$ cat src/rtl/prng_stream_if.sv
// Stream bundle for prng_stream: reseed/seed control in, valid/ready word stream and status out.
// The producer takes the master view and the consumer or bench takes the slave view.
interface prng_stream_if #(
  parameter int WIDTH = 8,
  parameter int CNT_W = 16
);
  logic             reseed;
  logic [WIDTH-1:0] seed;
  logic             out_ready;
  logic             out_valid;
  logic [WIDTH-1:0] rand_word;
  logic [CNT_W-1:0] count;
  logic             seed_err;
  logic             period_done;

  modport master (
    input  reseed, seed, out_ready,
    output out_valid, rand_word, count, seed_err, period_done
  );

  modport slave (
    output reseed, seed, out_ready,
    input  out_valid, rand_word, count, seed_err, period_done
  );
endinterface

$ cat src/rtl/prng_stream.sv
// Fibonacci LFSR word source with a valid/ready output, configurable taps and shifts per word.
// It substitutes a fixed state for zero seeds and zero lock-up, and detects a return to the seed.
module prng_stream #(
  parameter int               WIDTH    = 8,
  parameter logic [WIDTH-1:0] POLY     = 8'hB8,
  parameter int               STEPS    = 1,
  parameter logic [WIDTH-1:0] ZERO_SUB = 8'h01,
  parameter int               CNT_W    = 16
) (
  input  logic          clk,
  input  logic          nRst,
  prng_stream_if.master strm
);

  localparam logic [0:0] UNSEEDED = 1'b0;
  localparam logic [0:0] RUN      = 1'b1;

  logic [0:0]       state_q, state_d;
  logic [WIDTH-1:0] rand_q, rand_d;
  logic [WIDTH-1:0] seed_q, seed_d;
  logic [CNT_W-1:0] count_q, count_d;
  logic             seed_err_q, seed_err_d;
  logic             period_done_q, period_done_d;
  logic [WIDTH-1:0] adv;
  logic [WIDTH-1:0] seed_sub;

  function automatic logic [WIDTH-1:0] advance(input logic [WIDTH-1:0] s);
    logic [WIDTH-1:0] v;
    v = s;
    for (int i = 0; i < STEPS; i++) begin
      v = {^(v & POLY), v[WIDTH-1:1]};
    end
    return v;
  endfunction

  assign adv      = advance(rand_q);
  assign seed_sub = (strm.seed == '0) ? ZERO_SUB : strm.seed;

  always_comb begin
    state_d       = state_q;
    rand_d        = rand_q;
    seed_d        = seed_q;
    count_d       = count_q;
    seed_err_d    = 1'b0;
    period_done_d = 1'b0;
    if (strm.reseed) begin
      // Reseed wins over a simultaneous accept; that word is not counted.
      state_d    = RUN;
      rand_d     = seed_sub;
      seed_d     = seed_sub;
      count_d    = '0;
      seed_err_d = (strm.seed == '0);
    end else if ((state_q == RUN) && strm.out_ready) begin
      count_d = count_q + CNT_W'(1);
      if (adv == '0) begin
        rand_d     = ZERO_SUB;
        seed_err_d = 1'b1;
      end else begin
        rand_d = adv;
      end
      // Compare the state actually loaded, so a lock-up recovery onto the seed also closes a period.
      period_done_d = (rand_d == seed_q);
    end
  end

  always_ff @(posedge clk or negedge nRst) begin
    if (!nRst) begin
      state_q       <= UNSEEDED;
      rand_q        <= '0;
      seed_q        <= '0;
      count_q       <= '0;
      seed_err_q    <= 1'b0;
      period_done_q <= 1'b0;
    end else begin
      state_q       <= state_d;
      rand_q        <= rand_d;
      seed_q        <= seed_d;
      count_q       <= count_d;
      seed_err_q    <= seed_err_d;
      period_done_q <= period_done_d;
    end
  end

  assign strm.out_valid   = (state_q == RUN);
  assign strm.rand_word   = rand_q;
  assign strm.count       = count_q;
  assign strm.seed_err    = seed_err_q;
  assign strm.period_done = period_done_q;

endmodule
$ cat src/flat_wrapper.sv
// flat-port wrapper written by rule: the top's interface ports become plain ports
module prng_stream_flat 
#(
  parameter int               WIDTH    = 8,
  parameter logic [WIDTH-1:0] POLY     = 8'hB8,
  parameter int               STEPS    = 1,
  parameter logic [WIDTH-1:0] ZERO_SUB = 8'h01,
  parameter int               CNT_W    = 16
)
  (clk, nRst, strm_reseed, strm_seed, strm_out_ready, strm_out_valid, strm_rand_word, strm_count, strm_seed_err, strm_period_done);
  prng_stream_if #(.WIDTH(WIDTH), .CNT_W(CNT_W)) strm_i ();
  input  logic clk;
  input  logic nRst;
  input wire logic [$bits(strm_i.reseed)-1:0] strm_reseed;
  input wire logic [$bits(strm_i.seed)-1:0] strm_seed;
  input wire logic [$bits(strm_i.out_ready)-1:0] strm_out_ready;
  output wire logic [$bits(strm_i.out_valid)-1:0] strm_out_valid;
  output wire logic [$bits(strm_i.rand_word)-1:0] strm_rand_word;
  output wire logic [$bits(strm_i.count)-1:0] strm_count;
  output wire logic [$bits(strm_i.seed_err)-1:0] strm_seed_err;
  output wire logic [$bits(strm_i.period_done)-1:0] strm_period_done;
  assign strm_i.reseed = strm_reseed;
  assign strm_i.seed = strm_seed;
  assign strm_i.out_ready = strm_out_ready;
  assign strm_out_valid = strm_i.out_valid;
  assign strm_rand_word = strm_i.rand_word;
  assign strm_count = strm_i.count;
  assign strm_seed_err = strm_i.seed_err;
  assign strm_period_done = strm_i.period_done;
  prng_stream #(.WIDTH(WIDTH), .POLY(POLY), .STEPS(STEPS), .ZERO_SUB(ZERO_SUB), .CNT_W(CNT_W)) u_core (.clk(clk), .nRst(nRst), .strm(strm_i));
endmodule
$ cat config.mk
export PLATFORM = sky130hd
export DESIGN_NAME = prng_stream_flat
export DESIGN_NICKNAME = d
export VERILOG_FILES = /design/src/rtl/prng_stream_if.sv /design/src/rtl/prng_stream.sv /design/src/flat_wrapper.sv
export SDC_FILE = /design/constraint.sdc
export NUM_CORES = 1
export LEC_CHECK = 0
export BUFFER_PORTS_ARGS = -buffer_cell sky130_fd_sc_hd__buf_2
export CAP_MARGIN = 40
export CORE_MARGIN = 10
export CORE_UTILIZATION = 38
export CTS_BUF_LIST = sky130_fd_sc_hd__clkbuf_4 sky130_fd_sc_hd__clkbuf_8
export DETAILED_ROUTE_END_ITERATION = 8
export PLACE_DENSITY = 0.64
export SLEW_MARGIN = 5
export SYNTH_ARGS = -nofsm -noshare
export SYNTH_HDL_FRONTEND = slang
export SYNTH_SLANG_ARGS = --single-unit
$ cat constraint.sdc
create_clock -name clk -period 2.7 [get_ports clk]
set_input_delay 0.135 -clock clk [delete_from_list [all_inputs] [get_ports clk]]
set_output_delay 0.135 -clock clk [all_outputs]
set_load 0.1 [all_outputs]
# After elaboration in Yosys (flattened, before gate mapping)

Index checks and enable logic that the tools add are counted.

Input port bits: 12
Logic and storage cells: 26
RAM bits: 0
Latch bits: 0
Bits in registers: 35
Memories kept: 0
ROM bits: 0
Output and inout bits: 27

Equality and inequality tests: 1
Divide/modulo/power cells: 0
$mul: 0
Bitwise gates (word level): 0
$add $sub $neg: 1
Shift-type cells: 0
Reductions and logical operators: 5
$lt $le $gt $ge: 0
Muxes and demuxes: 13

Operator list:

| operator                                                        | count |
|---|---|
| 8-bit two-way mux                                               | 6 |
| 16-bit two-way mux                                              | 2 |
| 16-bit by 1-bit adder with 16-bit output, second input constant | 1 |
| 8-bit zero test                                                 | 2 |
| 8-bit == test                                                   | 1 |
| 8-bit XOR reduction                                             | 1 |
| 1-bit two-way mux                                               | 5 |
| 2-bit nonzero test                                              | 1 |
| 1-bit logical AND                                               | 1 |

# Longest topological paths before layout

Gate-level depths: netlist (run 1).

Depth in word-level cells: 8
Mapped depth: 5
Gate-level depth less buffers: 5

# Worst setup path after synthesis (run 1)

OpenSTA, ideal clock, no wires.

Path kind: register to register
From: register u_core.count_q[0], in the netlist u_core.strm.count[0]
To: register u_core.count_q[14], in the netlist u_core.strm.count[14]
Buffers on the path: 0
Library setup time: 0.132 ns
Arrival: 2.037 ns
Cell stages (with the launch flop): 6
Data required time: 2.568 ns
Period minus slack after synthesis: 2.169 ns
Path slack: 0.531 ns
Path through: dfrtp_1 -> ha_1 -> nand4_1 -> nor4_2 -> xnor2_1 -> nor2_1

Longest elaborated chain between the ends: 3

Ends and longest elaborated chain:

| element                                  | RTL line          | source |
|---|---|---|
| start, declared                          | prng_stream.sv:21 | `logic [CNT_W-1:0] count_q, count_d;` |
| start signal, assigned                   | prng_stream.sv:78 | `count_q <= count_d;` |
| 16-bit by 1-bit adder with 16-bit output | prng_stream.sv:54 | `count_d = count_q + CNT_W'(1);` |
| 16-bit two-way mux                       | prng_stream.sv:53 | `end else if ((state_q == RUN) && strm.out_ready) begin` |
| 16-bit two-way mux                       | prng_stream.sv:46 | `if (strm.reseed) begin` |

Every way passes these cells. The select of a mux whose other input is x is not followed.
A chain may end at the register's enable or synchronous reset.

# Worst setup path in the final report (run 1)

Same ends and word-level chain as after synthesis.

==> impl_metrics.tcl, run 1 <==
set metrics [dict create \
    gp_congestion 0.7301 \
    p_sw_share_pct 34.90 \
    ys_types 32 \
    seqPwrFrac_pct 47.5 \
    crit_arrival_ns 1.80 \
    dp_cells 259 \
    post-route-min-period_ns 1.662 \
    crit_fanout 6 \
    p_int_uw 810.8 \
    syn-num-nets 189 \
    cts_buffers 5 \
    cp-end-kind "register" \
    pwr-share-clk_pct 28.8 \
    total_power_uw 1246 \
    status "finished clean" \
    ys_seq_elements 35 \
    grt_pass1_wl_mm 6.948 \
    yosysSeqAreaShare_pct 49.96 \
    core.rowCount 24 \
    syn_area_sq_mm 0.001753 \
    drtIter0Drc 81 \
    die_w_microns 87.92 \
    dp_hpwl_mm 2.908 \
    power.density_mw_per_mm2 605.1 \
    setup_tns_ns 0 \
    h-tree-depth 2 \
    core_region_area_sq_mm 0.004414 \
    drcViolationCount 0 \
    worstPathRequired_ns 2.84 \
    grt_pass1_vias 1426 \
    p_switching_uw 434.7 \
    gr-total-overflow 0 \
    grt_setup_unrepaired "false" \
    fin_ws_ns 1.038 \
    worstMarginPinSlew_ns 0.7703 \
    firstDrtPassIters 4 \
    routedWlPerCell_microns 15.36 \
    pin_count 39 \
    synth.largest_area_cell "dfrtp_1" \
    start_kind "register" \
    clk_transition_reported_paths_ns 0.07 \
    ir_worst_vdd_mv 0.3609 \
    antennaDiodeCount 0 \
    area_delta_synth_final_pct 17.42 \
    combPwrFrac_pct 23.7 \
    cts_root_buf "clkbuf_8" \
    die_h_microns 87.92 \
    cts-root-to-sink-buffers 2 \
    drive_above_1_share_pct 25.23 \
    max_freq_mhz 601.6 \
    hold_path.class "in2reg" \
    syn_area_per_cell_sq_um 9.960 \
    postRouteAntennaNets 0 \
    dieArea_sq_mm 0.007730 \
    grt_antenna_before_repair 0 \
    viasPerCell 5.090 \
    insertion_delay_ns 0.28 \
    synthCells 176 \
    port_buffers 38 \
    start_util_pct 39.71 \
    routed_wl_mm 4.087 \
    fin_crit_sh_pct 61.56 \
    setup_viol 0 \
    dr_total_vias 1354 \
    fin_nets 228 \
    slew_headroom_pct 48.65 \
    synth_top_area_share_pct 49.96 \
    skew_ns 0.005098 \
    dp_slack_ns 1.046 \
    final_max_slew_viol_count 0 \
    p_leak_uw 0.0009485 \
    synth_area_leaders "dfrtp_1 50%, xnor2_1 8.0%, o21ai_0 4.6%, mux2i_1 4.0%, nand2_1 3.4%" \
    max_cap_violations 0 \
    grt.total_usage_pct 11.35 \
    grt_max_degree 46 \
    finalHoldViolCount 0 \
    cts_tree "done" \
    critPathKind "reg2reg" \
    synth_warnings 0 \
    cts.sinks 35 \
    final_cells 266 \
]
==> through the flow <==
step / cell area (sq um) / hold slack, ns / util, %
2_1_floorplan: 1753 / -0.1606 / -
3_3_place_gp: 1972 / 0.2542 / 44.67
3_5_place_dp: 1972 / 0.2619 / 44.67
4_1_cts: 2058 / 0.09365 / 46.63
5_1_grt: 2058 / 0.1077 / 46.63
6_report: 2058 / 0.09649 / 46.63
==> layout make-up <==
| type | count | area [sq um] |
|---|---|---|
| well taps | 52 | 65.06 |
| clock buffers | 6 | 76.32 |
| repair buffers | 39 | 200.2 |
| multi-input cells | 123 | 799.5 |
| inverters | 11 | 41.29 |
| flip-flops and latches | 35 | 875.8 |
| fillers | 454 | 2356 |
==> worst max-delay path, cell delays in order (launching register included) <==
cell and delay [ns]:
dfrtp_1 0.40, ha_1 0.22, nand4_1 0.27, nor4_2 0.42, xnor2_1 0.16, nor2_1 0.05
==> final timing paths <==
check                                                 startpoint                              endpoint  depth (start not counted)  slack [ns]
worst max register to register  u_core.strm.count[0]$_DFFE_PN0P_     u_core.strm.count[14]$_DFFE_PN0P_                          5        1.04
max in group asynchronous                                   nRst  u_core.strm.rand_word[2]$_DFFE_PN0P_                          2        1.73
worst max-delay path            u_core.strm.count[0]$_DFFE_PN0P_     u_core.strm.count[14]$_DFFE_PN0P_                          5        1.04
min in group asynchronous                                   nRst      u_core.strm.count[5]$_DFFE_PN0P_                          2        0.47
worst min-delay path                                strm_seed[6]  u_core.strm.rand_word[6]$_DFFE_PN0P_                          3         0.1
worst min register to register      u_core.seed_q[4]$_DFFE_PN0P_          u_core.seed_q[4]$_DFFE_PN0P_                          2        0.54
==> cell families (layout without fill, tap and decap cells) <==
kind of cell | Yosys count | after routing | share of synthesized area, %
compound gates | 27 | 27 | 8.494
simple gates | 66 | 66 | 20.99
fa+ha+maj | 1 | 1 | 0.7137
flops | 35 | 35 | 49.96
xor+xnor | 22 | 22 | 11.42
buf+inv | 18 | 56 | 4.425
mux | 7 | 7 | 3.997
==> power groups by stage <==
stage	logic (uW)	clock network (uW)	registers (uW)
floorplan	104	0	726
global placement	295	0	602
detailed placement	297	0	602
CTS	299	369	592
global route	320	389	597
finish	295	358	592
==> cells in the final DEF (no fill, tap or decap), types with 2 or more instances in the layout <==
cell type,synthesis,final
nor4_2,4,4
nor2b_1,2,2
dfrtp_1,35,35
nor3_1,6,6
o21ai_0,16,16
nor2_1,16,16
nand3_1,7,7
a21oi_1,7,7
xnor2_1,16,16
mux2i_1,7,7
nand2_1,16,16
xor2_1,5,5
inv_1,11,11
buf_2,2,38
nand4_1,4,4
clkbuf_8,0,5
nor4_1,4,4
==> flip-flops by register name, indices dropped and copies added, names as in the netlist <==
name and cells:
u_core.strm.count 16, u_core.seed_q 8, u_core.strm.rand_word 8, u_core.strm.out_valid 1, u_core.strm.period_done 1, u_core.strm.seed_err 1
==> cells in the mapped netlist <==
cell type	n
and2_1	1
nand4_1	4
or2_2	1
nor4_1	4
or3_2	1
dfrtp_1	35
mux2i_1	7
nor3_1	6
nor2_1	16
clkbuf_1	3
nand2_1	16
buf_2	2
nor2b_1	2
nor3_4	1
nand4_4	1
ha_1	1
nor4_2	4
o41ai_1	1
buf_6	1
xnor2_1	16
nand3_1	7
o21ai_0	16
nand2b_1	1
xnor2_2	1
inv_1	11
or3_1	1
buf_1	1
a21o_1	1
a2bb2oi_1	1
a21oi_1	7
xor2_1	5
a31o_2	1
==> per-layer routing <==
layer	routed length, microns	global-route usage [%]
met4	33	3.478
met3	309	5.107
met5	0	0
met2	1821	16.40
met1	1923	14.81
==> timing repair <==
action                    in CTS  in global routing
setup buffers                  0                  0
hold endpoints to repair      35                  0
resized for setup              0                  0
hold buffers                   1                  0
(Power assumes the default switching activity.)
==> inputs of run 2 (changes only) <==
--- a/config.mk
+++ b/config.mk
@@ -5,13 +5,14 @@
 export SDC_FILE = /design/constraint.sdc
 export NUM_CORES = 1
 export LEC_CHECK = 0
+export ABC_AREA = 1
 export BUFFER_PORTS_ARGS = -buffer_cell sky130_fd_sc_hd__buf_2
 export CAP_MARGIN = 40
 export CORE_MARGIN = 10
 export CORE_UTILIZATION = 38
 export CTS_BUF_LIST = sky130_fd_sc_hd__clkbuf_4 sky130_fd_sc_hd__clkbuf_8
 export DETAILED_ROUTE_END_ITERATION = 8
-export PLACE_DENSITY = 0.64
+export PLACE_DENSITY = 0.66
 export SLEW_MARGIN = 5
 export SYNTH_ARGS = -nofsm -noshare
 export SYNTH_HDL_FRONTEND = slang
==> constraint.sdc (replaced) <==
create_clock -name clk -period 1.4 [get_ports clk]
set_input_delay 0.07 -clock clk [delete_from_list [all_inputs] [get_ports clk]]
set_output_delay 0.07 -clock clk [all_outputs]
set_load 0.1 [all_outputs]
==> run 2 against run 1 <==
  * First-iteration DRC count down 37%
  * Clock-buffer cell count up 2
  * Critical endpoint is now u_core.strm.count[12]$_DFFE_PN0P_
  * Non-clock buffer count up 4
  * Core utilization up 3.2 points
  * Combinational power up 93%
  * Clock power up 130%
  * Worst setup slack worse by 0.96 ns
  * Power up 100%
  * Cell count up 33%
  * Maximum frequency up 25%
  * Die area up 5.5%
==> impl_metrics.tcl, run 2 <==
set metrics [dict create \
    wl_met2_mm 2.118 \
    firstDrtPassIters 4 \
    viasPerCell 4.754 \
    setup_viol 0 \
    cts_tree "done" \
    ir_worst_vdd_mv 0.7426 \
    syn_area_sq_mm 0.001879 \
    final_cells 354 \
    critPathKind "reg2reg" \
    fin_nets 299 \
    routedWlPerCell_microns 13.31 \
    holdWs_ns 0.03356 \
    yosysSeqAreaShare_pct 46.60 \
    routed_wl_mm 4.711 \
    max_cap_violations 0 \
    slew_headroom_pct 66.87 \
    syn_area_per_cell_sq_um 7.830 \
    crit_arrival_ns 1.51 \
    dp_cells 345 \
    synth.area.mux_share_pct 0 \
    grt.total_usage_pct 12.13 \
    start_util_pct 39.53 \
    cts-root-to-sink-buffers 2 \
    drcViolationCount 0 \
    clk_transition_reported_paths_ns 0.07 \
    postSynth.asyncResetShare_pct 100.0 \
    synth-edff-count 0 \
    insertion_delay_ns 0.29 \
    die_h_microns 90.33 \
    synth_flop_cell "dfrtp_1" \
    power.density_mw_per_mm2 1072 \
    syn-num-nets 253 \
    worstMarginPinSlew_ns 0.5003 \
    port_buffers 38 \
    skew_ns 0.002777 \
    drtIter0Drc 51 \
    grt_pass1_wl_mm 8.107 \
    area_delta_synth_final_pct 26.03 \
    pin_count 39 \
    dieArea_sq_mm 0.008159 \
    core.rowCount 25 \
    gp_congestion 0.8614 \
    wl_met1_mm 2.243 \
    ys_seq_elements 35 \
    yosys.cell_count.top_type "nand2_1" \
    final_max_slew_viol_count 0 \
    status "finished clean" \
    synth_compound_area_share_pct 9.454 \
    postRouteAntennaNets 0 \
    grt_antenna_before_repair 0 \
    synth_top_family_by_area "simple AND/OR/NAND/NOR gates" \
    cts_root_buf "clkbuf_8" \
    drive_above_1_share_pct 31.71 \
    p_leak_uw 0.001152 \
    h-tree-depth 2 \
    top_layer_used "met4" \
    final_common_cell "nand2_1" \
    synth.largest_area_cell "dfrtp_1" \
    max_freq_mhz 754.4 \
    dr_wl_met3_microns 297 \
    grt_pass1_vias 1719 \
    grt_setup_unrepaired "false" \
    synth-simple-area-share_pct 32.36 \
    synthCells 240 \
    worstPathRequired_ns 1.58 \
    post_cts_buffers 0 \
    crit_fanout 5 \
    synth_area_leaders "dfrtp_1 47%, nand2_1 13%, inv_1 5.8%, nor2_1 5.8%, nand3_1 4.8%" \
    ys_types 31 \
    cp-end-kind "register" \
    cts_buffers 5 \
    fin_crit_sh_pct 94.68 \
    dp_hpwl_mm 3.610 \
    start_kind "register" \
    synth_top_area_share_pct 46.60 \
    post-route-min-period_ns 1.326 \
    dr_total_vias 1683 \
    antennaDiodeCount 0 \
    die_w_microns 90.33 \
    finalHoldViolCount 0 \
    layout_common_cells "66 x nand2_1, 38 x buf_2, 29 x nor2_1, 29 x inv_1, 18 x nand3_1" \
    core_region_area_sq_mm 0.004755 \
    cts.sinks 35 \
    hold_path.class "in2reg" \
    largest_reg_flops 16 \
    synth_warnings 0 \
    grt_max_degree 22 \
    gr-total-overflow 0 \
    synthXorXnorAreaFrac_pct 3.262 \
    synth_fa_ha_area_share_pct 0.6658 \
    synth_commonest_cells "67 x nand2_1, 35 x dfrtp_1, 29 x inv_1, 29 x nor2_1, 18 x nand3_1" \
]
==> run 2: cell count changes in the layout (fill, tap and decap cells not counted), sizes merged, moves of 8 or more <==
cell | previous run | this run
nor2 | 16 | 36
nor4 | 8 | 0
inv | 11 | 31
nand3 | 7 | 19
xnor2 | 17 | 4
nand2 | 16 | 70
==> run 2: where the power goes <==
| part | internal, uW | leakage [uW] | switching (uW) |
|---|---|---|---|
| combinational | 135 | 0.000679 | 434 |
| clock | 469 | 0.0000549 | 366 |
| sequential | 1070 | 0.000418 | 63.9 |
==> run 2: cell families after synthesis <==
group,after synthesis
adders and majority gates,1
buffers and inverters,35
and+or+nand+nor,133
AOI/OAI and AO/OA,29
xor gates and xnor gates,7
DFF,35
==> run 2: layer usage <==
metal,global-route usage [%],up-vias
met4,3.846,0
met3,4.489,7
li1,-,855
met2,19.31,47
met1,14.82,774
met5,0,-
==> run 2: cell type report <==
| cell class | instances | area (sq um) |
|---|---|---|
| Multi-Input combinational cell | 170 | 884.6 |
| Tap cell | 67 | 83.83 |
| Inverter | 31 | 121.4 |
| Sequential cell | 35 | 932.1 |
| Fill cell | 483 | 2386 |
| Timing Repair Buffer | 43 | 242.7 |
| Clock buffer | 8 | 103.9 |
==> run 2: worst paths after layout <==
path | slack (ns) | depth (start not counted) | end | from
worst max-delay path | 0.07 | 8 | u_core.strm.count[12]$_DFFE_PN0P_ | u_core.strm.count[1]$_DFFE_PN0P_
worst min-delay path | 0.03 | 3 | u_core.seed_q[3]$_DFFE_PN0P_ | strm_seed[3]
max in group asynchronous | 0.72 | 3 | u_core.strm.rand_word[6]$_DFFE_PN0P_ | nRst
min in group asynchronous | 0.23 | 2 | u_core.strm.count[5]$_DFFE_PN0P_ | nRst
worst min register to register | 0.48 | 2 | u_core.strm.rand_word[0]$_DFFE_PN0P_ | u_core.strm.rand_word[0]$_DFFE_PN0P_
worst max register to register | 0.07 | 8 | u_core.strm.count[12]$_DFFE_PN0P_ | u_core.strm.count[1]$_DFFE_PN0P_
==> run 2: worst max-delay path: stages, from the launching register on <==
cell and delay [ns]:
dfrtp_4 0.45, ha_4 0.15, nand2_4 0.06, nor2_4 0.15, nand3_4 0.11, nor2_4 0.14, nand2_1 0.06, nand2_1 0.06
nor2_2 0.04
==> run 2: stage by stage <==
| step | power [uW] | TNS, ns | cell area [sq um] | setup WS, ns | util, % |
|---|---|---|---|---|---|
| floorplan | 1578 | -0.2885 | 1956 | -0.1496 | - |
| global placement | 1719 | 0 | 2250 | 0.08229 | 47.32 |
| detailed placement | 1726 | 0 | 2250 | 0.05005 | 47.32 |
| CTS | 2572 | 0 | 2364 | 0.04137 | 49.71 |
| global route | 2671 | 0 | 2369 | 0.002310 | 49.82 |
| finish | 2539 | 0 | 2369 | 0.07447 | 49.82 |
==> run 2: what timing repair did <==
item | CTS | global route
endpoints found under the setup margin | 0 | 2
hold endpoints to repair | 14 | 0
resized for setup | 0 | 1
hold buffers | 1 | 0
